<file path="src/rtl/fir_pkg.sv">
// -----------------------------------------------------------------------------
// fir_pkg
// Definitions shared by the FIR MAC scheduler and its tap store:
//   state_t          - sequencer states (IDLE, ISSUE, DRAIN, DONE)
//   OP_ADD / OP_MUL  - op_sel encodings understood by the shared ALU
//   ALU_LATENCY      - cycles from operands driven to result valid
//   DEFAULT_DW/AW    - default operand and accumulator widths
// -----------------------------------------------------------------------------
package fir_pkg;

    typedef enum logic [1:0] {
        IDLE  = 2'd0,
        ISSUE = 2'd1,
        DRAIN = 2'd2,
        DONE  = 2'd3
    } state_t;

    localparam logic [1:0] OP_ADD = 2'b00;
    localparam logic [1:0] OP_MUL = 2'b01;

    localparam int ALU_LATENCY = 2;

    localparam int DEFAULT_DW = 16;
    localparam int DEFAULT_AW = 32;

endpackage

</file>
<file path="src/rtl/fir_tap_store.sv">
// -----------------------------------------------------------------------------
// fir_tap_store
// Coefficient bank and sample delay line for the FIR MAC scheduler.
//   clk, rst        clock, asynchronous active-high reset (clears everything)
//   i_coef_we       coefficient write strobe (already qualified by caller)
//   i_coef_addr     coefficient index to write
//   i_coef_data     signed coefficient value
//   i_shift         shift i_sample into x[0], x[i] <= x[i-1]
//   i_sample        signed sample to shift in
//   i_clear         zero the delay line (wins over i_shift)
//   i_coef_idx      read index for the coefficient port
//   o_coef          coef[i_coef_idx] (0 if out of range)
//   i_x_idx         read index for the delay-line port
//   o_x             x[i_x_idx] (0 if out of range)
// -----------------------------------------------------------------------------
module fir_tap_store #(
    parameter int TAPS = 4,
    parameter int DW   = 16,
    parameter int IW   = $clog2(TAPS)
) (
    input  logic                 clk,
    input  logic                 rst,
    input  logic                 i_coef_we,
    input  logic [IW-1:0]        i_coef_addr,
    input  logic signed [DW-1:0] i_coef_data,
    input  logic                 i_shift,
    input  logic signed [DW-1:0] i_sample,
    input  logic                 i_clear,
    input  logic [IW-1:0]        i_coef_idx,
    output logic signed [DW-1:0] o_coef,
    input  logic [IW-1:0]        i_x_idx,
    output logic signed [DW-1:0] o_x
);

    logic signed [DW-1:0] r_coef [TAPS];
    logic signed [DW-1:0] r_x    [TAPS];

    logic w_wr_ok;
    logic w_coef_rd_ok;
    logic w_x_rd_ok;

    // Index range guards are only needed when TAPS does not fill the index
    // space; for power-of-two tap counts every index is legal.
    generate
        if (TAPS == (1 << IW)) begin : g_full_range
            assign w_wr_ok      = 1'b1;
            assign w_coef_rd_ok = 1'b1;
            assign w_x_rd_ok    = 1'b1;
        end else begin : g_partial_range
            assign w_wr_ok      = ({1'b0, i_coef_addr} < (IW+1)'(TAPS));
            assign w_coef_rd_ok = ({1'b0, i_coef_idx}  < (IW+1)'(TAPS));
            assign w_x_rd_ok    = ({1'b0, i_x_idx}     < (IW+1)'(TAPS));
        end
    endgenerate

    // NOTE: sequential state is updated with non-blocking assignments so every
    // register samples the pre-edge values of the others (the delay-line shift
    // below depends on this).
    // NOTE: the coefficient bank is a small register array, not a RAM macro, so
    // it can be (and must be) cleared by the asynchronous reset.
    always_ff @(posedge clk or posedge rst) begin
        if (rst) begin
            for (int i = 0; i < TAPS; i++) r_coef[i] <= '0;
        end else if (i_coef_we && w_wr_ok) begin
            r_coef[i_coef_addr] <= i_coef_data;
        end
    end

    always_ff @(posedge clk or posedge rst) begin
        if (rst) begin
            for (int i = 0; i < TAPS; i++) r_x[i] <= '0;
        end else if (i_clear) begin
            for (int i = 0; i < TAPS; i++) r_x[i] <= '0;
        end else if (i_shift) begin
            r_x[0] <= i_sample;
            for (int i = 1; i < TAPS; i++) r_x[i] <= r_x[i-1];
        end
    end

    assign o_coef = w_coef_rd_ok ? r_coef[i_coef_idx] : '0;
    assign o_x    = w_x_rd_ok    ? r_x[i_x_idx]       : '0;

endmodule

</file>
<file path="src/rtl/fir_mac_scheduler.sv">
// -----------------------------------------------------------------------------
// fir_mac_scheduler
// Computes one FIR output per accepted sample by streaming TAPS multiplies
// through a shared two-stage signed ALU and accumulating the products.
//   clk, rst          clock, asynchronous active-high reset
//   in_valid/in_ready input sample handshake (ready only in IDLE, not on clear)
//   in_sample         signed input sample
//   coef_we/addr/data coefficient write port (honoured in IDLE or DONE)
//   clear             zero the delay line (honoured in IDLE; blocks accept)
//   alu_op_sel        OP_MUL while sequencing, OP_ADD otherwise
//   alu_a, alu_b      ALU operands: coefficient and delayed sample
//   alu_result        ALU result, valid ALU_LATENCY cycles after operands
//   out_valid/ready   output handshake; out_data held stable in DONE
//   out_data          signed filter output (wraps modulo 2^AW)
//   busy              high whenever not IDLE
// -----------------------------------------------------------------------------
module fir_mac_scheduler
    import fir_pkg::*;
#(
    parameter int TAPS = 4,
    parameter int DW   = DEFAULT_DW,
    parameter int AW   = DEFAULT_AW
) (
    input  logic                         clk,
    input  logic                         rst,
    input  logic                         in_valid,
    output logic                         in_ready,
    input  logic signed [DW-1:0]         in_sample,
    input  logic                         coef_we,
    input  logic [$clog2(TAPS)-1:0]      coef_addr,
    input  logic signed [DW-1:0]         coef_data,
    input  logic                         clear,
    output logic [1:0]                   alu_op_sel,
    output logic signed [DW-1:0]         alu_a,
    output logic signed [DW-1:0]         alu_b,
    input  logic signed [AW-1:0]         alu_result,
    output logic                         out_valid,
    input  logic                         out_ready,
    output logic signed [AW-1:0]         out_data,
    output logic                         busy
);

    localparam int            IW       = $clog2(TAPS);
    localparam logic [IW-1:0] LAST_IDX = IW'(TAPS - 1);

    state_t                   r_state;
    state_t                   w_state_next;
    logic [IW-1:0]            r_idx;
    // Bit 0 marks a product entering the ALU; the MSB marks the product that
    // is on alu_result this cycle.
    logic [ALU_LATENCY-1:0]   r_vpipe;
    logic signed [AW-1:0]     r_acc;

    logic                     w_accept;
    logic                     w_issue;
    logic                     w_coef_we;
    logic                     w_clear;
    logic signed [DW-1:0]     w_coef;
    logic signed [DW-1:0]     w_x;

    assign w_accept  = in_valid && in_ready;
    assign w_issue   = (r_state == ISSUE);
    assign w_coef_we = coef_we && ((r_state == IDLE) || (r_state == DONE));
    assign w_clear   = clear && (r_state == IDLE);

    fir_tap_store #(
        .TAPS (TAPS),
        .DW   (DW),
        .IW   (IW)
    ) u_tap_store (
        .clk         (clk),
        .rst         (rst),
        .i_coef_we   (w_coef_we),
        .i_coef_addr (coef_addr),
        .i_coef_data (coef_data),
        .i_shift     (w_accept),
        .i_sample    (in_sample),
        .i_clear     (w_clear),
        .i_coef_idx  (r_idx),
        .o_coef      (w_coef),
        .i_x_idx     (r_idx),
        .o_x         (w_x)
    );

    // NOTE: every output and the next state get a default before the case, so
    // no path through this block leaves a variable unassigned (no latches).
    always_comb begin
        w_state_next = r_state;
        in_ready     = 1'b0;
        busy         = 1'b1;
        out_valid    = 1'b0;
        out_data     = '0;
        alu_op_sel   = OP_ADD;
        alu_a        = '0;
        alu_b        = '0;

        case (r_state)
            IDLE: begin
                busy     = 1'b0;
                // clear has priority: the sample is refused in that cycle.
                in_ready = !clear;
                if (in_valid && !clear) w_state_next = ISSUE;
            end
            ISSUE: begin
                alu_op_sel = OP_MUL;
                alu_a      = w_coef;
                alu_b      = w_x;
                if (r_idx == LAST_IDX) w_state_next = DRAIN;
            end
            DRAIN: begin
                // The ALU samples op_sel in its second stage, so MUL must stay
                // asserted while the last products are still in flight.
                alu_op_sel = OP_MUL;
                if (r_vpipe[ALU_LATENCY-2:0] == '0) w_state_next = DONE;
            end
            DONE: begin
                out_valid = 1'b1;
                out_data  = r_acc;
                if (out_ready) w_state_next = IDLE;
            end
            default: w_state_next = IDLE;
        endcase
    end

    always_ff @(posedge clk or posedge rst) begin
        if (rst) begin
            r_state <= IDLE;
            r_idx   <= '0;
            r_vpipe <= '0;
            r_acc   <= '0;
        end else begin
            r_state <= w_state_next;
            r_vpipe <= {r_vpipe[ALU_LATENCY-2:0], w_issue};

            if (w_accept) begin
                r_idx <= '0;
            end else if (w_issue) begin
                r_idx <= (r_idx == LAST_IDX) ? '0 : r_idx + 1'b1;
            end

            // Accept only happens in IDLE, where the valid pipe is empty, so
            // clearing and accumulating never collide.
            if (w_accept) begin
                r_acc <= '0;
            end else if (r_vpipe[ALU_LATENCY-1]) begin
                r_acc <= r_acc + alu_result;
            end
        end
    end

endmodule

</file>
<file path="config.mk">
export PLATFORM = sky130hd
export DESIGN_NAME = fir_mac_scheduler
export DESIGN_NICKNAME = d
export VERILOG_FILES = /design/src/rtl/fir_pkg.sv /design/src/rtl/fir_tap_store.sv /design/src/rtl/fir_mac_scheduler.sv
export SDC_FILE = /design/constraint.sdc
export NUM_CORES = 1
export LEC_CHECK = 0
export CORE_MARGIN = 2
export CORE_UTILIZATION = 60
export CTS_BUF_LIST = sky130_fd_sc_hd__clkbuf_4
export CTS_CLUSTER_DIAMETER = 40
export DETAILED_ROUTE_END_ITERATION = 12
export PLACE_DENSITY = 0.87
export SYNTH_ARGS = -nofsm -noshare
export SYNTH_HDL_FRONTEND = slang
export SYNTH_SLANG_ARGS = --single-unit
</file>
<file path="constraint.sdc">
create_clock -name clk -period 10.25 [get_ports clk]
set_input_delay 1.025 -clock clk [delete_from_list [all_inputs] [get_ports clk]]
set_output_delay 1.025 -clock clk [all_outputs]
set_load 0.005 [all_outputs]
</file>
# Yosys cells after proc, flatten, opt, wreduce, memory -nomap -nowiden
# Cells that the tools add are included.
# op_classes
add_sub_neg	2
n_eq_ne	8
n_lt_le_gt_ge	3
n_reduce_logical	13
n_bitwise	2
n_mux	28
# ops
op	count
two-way mux 64 bit	2
two-way mux 16 bit	7
two-way mux 32 bit	3
binary-select mux 16 bit (select 2 bit)	2
bitwise mux 64 bit	1
adder 32 bit	1
demux 16 bit (select 2 bit)	1
two-way mux 2 bit	7
case mux 2 bit (4 select lines)	1
equality test 2 bit (second input constant)	3
>= comparator 3 bit (second input constant)	2
inverter 2 -> 3 bit	2
nonzero test 2 bit	3
logical AND 1 bit	5
two-way mux 1 bit	4
!= test 2 x 1 -> 1 bit (second input constant)	2
!= test 2 bit (second input constant)	2
AND reduction 4 bit	1
less-than comparator 3 x 1 -> 1 bit (second input constant)	1
adder 2 x 1 -> 2 bit (second input constant)	1
equality test 2 x 1 -> 1 bit (second input constant)	1
zero test 2 bit	1
OR reduction 2 bit	1
zero test 1 bit	1
logical OR 1 bit	1
# word_totals
wordCells	68
reg_bits	166

# Depth between registers and ports, before layout
# logic_depth
ltp_word	6
ltp_mapped	11
ltp_nobuf	11

# Modules after synthesis
# A second synthesis with hierarchy kept.
# unflattened
hier_cells	824
area_unflattened_um2	9376.5
# modules_own_cells
module	seq_area_each_um2	n_inst	cells_per_inst	area_each_um2
fir_tap_store	3203.1	1	383	5723.0
fir_mac_scheduler	950.9	1	441	3653.5

# Worst setup path after synthesis
# OpenSTA, ideal clock, no wires.
# synth_path
path_type	input to register
from	in alu_result[0]
to	reg r_acc[20]
t_required_ps	10118
arrival_time_ps	3059
cell_stages	11
slack_ps	7060
cell_sequence	ha_1 inv_1 fa_1 nor2b_4 o31a_1 o41a_4 a31o_4 o311ai_4 and3_1 o31a_1 nor2_1
# synth_via
elab_chain_len	3
# synth_lines
item	line_no	source
start: declaration	fir_mac_scheduler.sv:36	input logic signed [AW-1:0] alu_result,
adder 32 bit	fir_mac_scheduler.sv:146	r_acc <= r_acc + alu_result;
two-way mux 32 bit	fir_mac_scheduler.sv:145	end else if (r_vpipe[ALU_LATENCY-1]) begin
two-way mux 32 bit	fir_mac_scheduler.sv:143	if (w_accept) begin
end signal: assignment	fir_mac_scheduler.sv:146	
end: declaration	fir_mac_scheduler.sv:52	logic signed [AW-1:0] r_acc;
# Every way passes these cells. The select of a mux whose other input is x is not followed.
# A chain may end at the register's enable or synchronous reset.

# Final worst setup path
# layout_path
from	reg r_idx[0]
to	out alu_b[8]
# layout_via
elab_chain_len	5
# layout_lines
item	line_no	source
start: declaration	fir_mac_scheduler.sv:48	logic [IW-1:0] r_idx;
start signal: assignment	fir_mac_scheduler.sv:138	r_idx <= (r_idx == LAST_IDX) ? '0 : r_idx + 1'b1;
inverter 2 -> 3 bit (not written as such)	fir_tap_store.sv:81	assign o_x = w_x_rd_ok ? r_x[i_x_idx] : '0;
binary-select mux 16 bit (select 2 bit)	fir_tap_store.sv:81	
two-way mux 16 bit (not written as such) (2 in series)	fir_tap_store.sv:81	
two-way mux 16 bit	fir_mac_scheduler.sv:97	case (r_state)
end: declaration	fir_mac_scheduler.sv:35	output logic signed [DW-1:0] alu_b,
# Every way passes these cells. The select of a mux whose other input is x is not followed.

==> flow_metrics.tcl <==
set metrics [dict create \
    clock_latency_ps 570 \
    syn_inst 776 \
    initial_core_util_pct 62.0 \
    final.setup.tns_ps 0 \
    timing.final.crit_share_pct 38.8 \
    gp_congestion 0.891 \
    pwr-share-seq_pct 37.1 \
    routed_wl_microns 21300 \
    synth_area_sq_um 9070 \
    maxCapViolations 0 \
    cts_tree "done" \
    grt_max_degree 92 \
    synth_enable_flop_cells 0 \
    multi_input_area_sq_um 4730 \
    yosysTopAreaCell "dfrtp_1" \
    synth_common_cells "166 x dfrtp_1, 67 x and2_1, 65 x mux2_2, 64 x a22o_1, 41 x a21oi_1" \
    p_leak_nw 4.69 \
    critical_path.top_delay_family "flip-flops" \
    power_density_nw_per_um2 282 \
    fp.dieH_microns 127 \
    route.antenna.remaining_nets 0 \
    synth_top_area_share_pct 45.8 \
    ys_seq_area_share_pct 45.8 \
    async_flop_share_pct 100 \
    grt_setup_unrepaired "false" \
    cp-startpoint "r_idx[0]$_DFFE_PP0P_" \
    via_per_inst 6.34 \
    core_sq_um 14600 \
    nNetsFinal 1006 \
    ir_drop_mv 0.174 \
    fp-row-count 44 \
    clock_skew_ps 23.6 \
    syn_nets 886 \
    hold_class "reg -> reg" \
    min_to "r_vpipe[1]$_DFF_PP0_" \
    reg2reg_to "r_acc[20]$_DFFE_PP0P_" \
    power_mw 3.08 \
    insertedDiodeCount 0 \
    wl_per_cell_microns 19.5 \
    critPathKind "reg -> out" \
    cts_made_buffers 17 \
    hold_start "r_vpipe[0]$_DFF_PP0_" \
    drc_errors 0 \
    die-area_sq_um 16100 \
    yosysWarnings 0 \
    via_count 6933 \
    drt_iter0_drc 544 \
    post-cts-setup-buffers 0 \
    grt_pass1_vias 7061 \
    outcome "finished clean" \
    worstPathRequired_ps 9230 \
    worstPathArrival_ps 2950 \
    drive_above_1_share_pct 16.6 \
    worstMarginPinSlew_ps 1260 \
    startpoint_type "flop" \
    timing.fmax_ghz 0.252 \
    cts_root_buf "clkbuf_4" \
    grt_overflow 0 \
    final_hold_viol_count 0 \
    slowest_stage "dfrtp_2" \
    fill_cells 955 \
    grt_usage_pct 27.5 \
    r2r_slack_ps 7470 \
    dp_hpwl_microns 14400 \
    yosysMostFrequentCell "dfrtp_1" \
    io_pins 141 \
    crit_path_end_kind "primary output" \
    utilization_pct 74.5 \
    worstPathMaxFanout 35 \
    drtPass1Iterations 5 \
    clk_pin_slew_ps 160 \
    die_x_microns 127 \
    netSwitchingPower_mw 1.21 \
    synth.distinct_cells 63 \
    clockBufferDepth 2 \
    cts-resized-gates 0 \
    htreeDepth 4 \
    grt_pass1_wl_microns 35300 \
    r2r-start "r_acc[0]$_DFFE_PP0P_" \
    ys.flop_type "dfrtp_1" \
    clkPwrFrac_pct 12.3 \
    intPower_mw 1.86 \
    yosys_register_bits 166 \
    slew_violations 0 \
    cts_sinks 166 \
    combPwrFrac_pct 50.6 \
    slowest_delay_ps 1140 \
    relSlewSlack_pct 15.8 \
    reg2reg_depth 11 \
    min_period_ps 3970 \
    ctsHoldBuffers 0 \
    grt_antenna_before_repair 0 \
    postSynthAreaPerCell_sq_um 11.7 \
    portBuffers 139 \
    critical_path_buf_inv_count 1 \
    regArea_sq_um 4160 \
    path_cells "mux4_2 > and2_1 > clkdlybuf4s50_1" \
    area_growth_pct 20.2 \
    worstHoldPathCells 0 \
    switching_share_pct 39.4 \
    setup_viol 0 \
    synthTopCellsByArea "dfrtp_1 46%, mux2_2 8.1%, mux4_2 7.9%, a22o_1 6.2%, ha_1 5.1%" \
]
[cell families (layout without fill, tap and decap cells)]
| family | count (synthesis) | count (layout) | synth area share [%] |
|---|---|---|---|
| AO/OA/AOI/OAI | 201 | 201 | 16.3 |
| XOR/XNOR | 17 | 17 | 1.64 |
| adder cells (fa/ha/maj) | 38 | 38 | 5.32 |
| buffers and inverters | 60 | 193 | 2.61 |
| flip-flops | 166 | 166 | 45.8 |
| multiplexers | 107 | 107 | 17.1 |
| other | 1 | 1 | 0.0413 |
| AND/OR/NAND/NOR | 186 | 186 | 11.2 |
[cells in the final DEF (no fill, tap or decap), types with 3 or more instances in the layout]
cell type / synthesis / layout
dfrtp_1: 166 / 164
clkdlybuf4s50_1: 0 / 139
and2_1: 67 / 66
mux2_2: 65 / 65
a22o_1: 64 / 64
a21oi_1: 41 / 41
ha_1: 37 / 37
nor2_1: 36 / 36
mux4_2: 32 / 32
nand2_1: 30 / 30
o21ai_0: 23 / 23
clkbuf_4: 0 / 17
inv_1: 16 / 15
xnor2_1: 14 / 14
nor3_1: 12 / 12
mux2i_1: 10 / 10
nand3_1: 10 / 10
a21o_1: 10 / 10
a211oi_1: 9 / 9
and3_1: 8 / 8
o21a_1: 7 / 7
o21ai_1: 7 / 6
inv_8: 0 / 6
buf_4: 2 / 6
o31a_1: 4 / 4
o22ai_1: 4 / 4
nor3b_1: 4 / 4
o21bai_1: 4 / 4
a31oi_1: 3 / 3
xor2_1: 3 / 3
a211o_1: 3 / 3
inv_6: 0 / 3
nand4_1: 3 / 3
clkinv_4: 0 / 3
[state kept, by name, summed over array words and instances, names as in the netlist]
| name | count |
|---|---|
| r_state | 2 |
| u_tap_store.r_coef | 64 |
| u_tap_store.r_x | 64 |
| r_idx | 2 |
| r_vpipe | 2 |
| r_acc | 32 |
[stage by stage]
| step | worst slack (ps) | instance area (sq um) | hold WS [ps] | instances |
|---|---|---|---|---|
| after floorplan | 4730 | 9070 | 355 | 776 |
| after global placement | 6500 | 10600 | 362 | 1061 |
| after detailed placement | 6450 | 10600 | 378 | 1061 |
| after CTS | 6200 | 10900 | 429 | 1093 |
| after global routing | 6090 | 10900 | 443 | 1093 |
| final | 6280 | 10900 | 423 | 1093 |
[worst max path at each step]
stage,endpoint,slack [ps],cells after the start
after floorplan,r_acc[0]$_DFFE_PP0P_,4730,1
after global placement,r_acc[20]$_DFFE_PP0P_,6500,12
after detailed placement,r_acc[20]$_DFFE_PP0P_,6450,12
after CTS,alu_b[8],6200,3
after global routing,alu_b[9],6090,3
final,alu_b[8],6280,3
[layout make-up]
class | instances | share of cell area (%)
Clock inverter | 15 | 1.42
Sequential cell | 166 | 38.1
Multi-Input combinational cell | 550 | 43.4
Inverter | 16 | 0.597
Timing Repair Buffer | 145 | 13.2
Tap cell | 184 | 2.11
Clock buffer | 17 | 1.17
[per-layer routing]
layer  vias to the layer above  global-route usage [%]  share of wire [%]  wire length [microns]
met1                      3557                    37.3                 45                   9540
met5                         -                       0                  0                      0
li1                       3134                       -                  -                      -
met4                         0                    7.43                1.8                    383
met3                        32                    6.49                5.9                   1260
met2                       210                    45.1                 48                  10200
[power groups by stage]
stage / sequential [mW] / clock (mW) / combinational [mW]
after global routing: 1.18 / 0.417 / 1.70
after CTS: 1.14 / 0.387 / 1.55
after global placement: 1.13 / 0 / 1.50
after detailed placement: 1.15 / 0 / 1.54
after floorplan: 1.03 / 0 / 1.15
final: 1.14 / 0.379 / 1.56
Note: power is estimated with default switching activity, not from simulation.
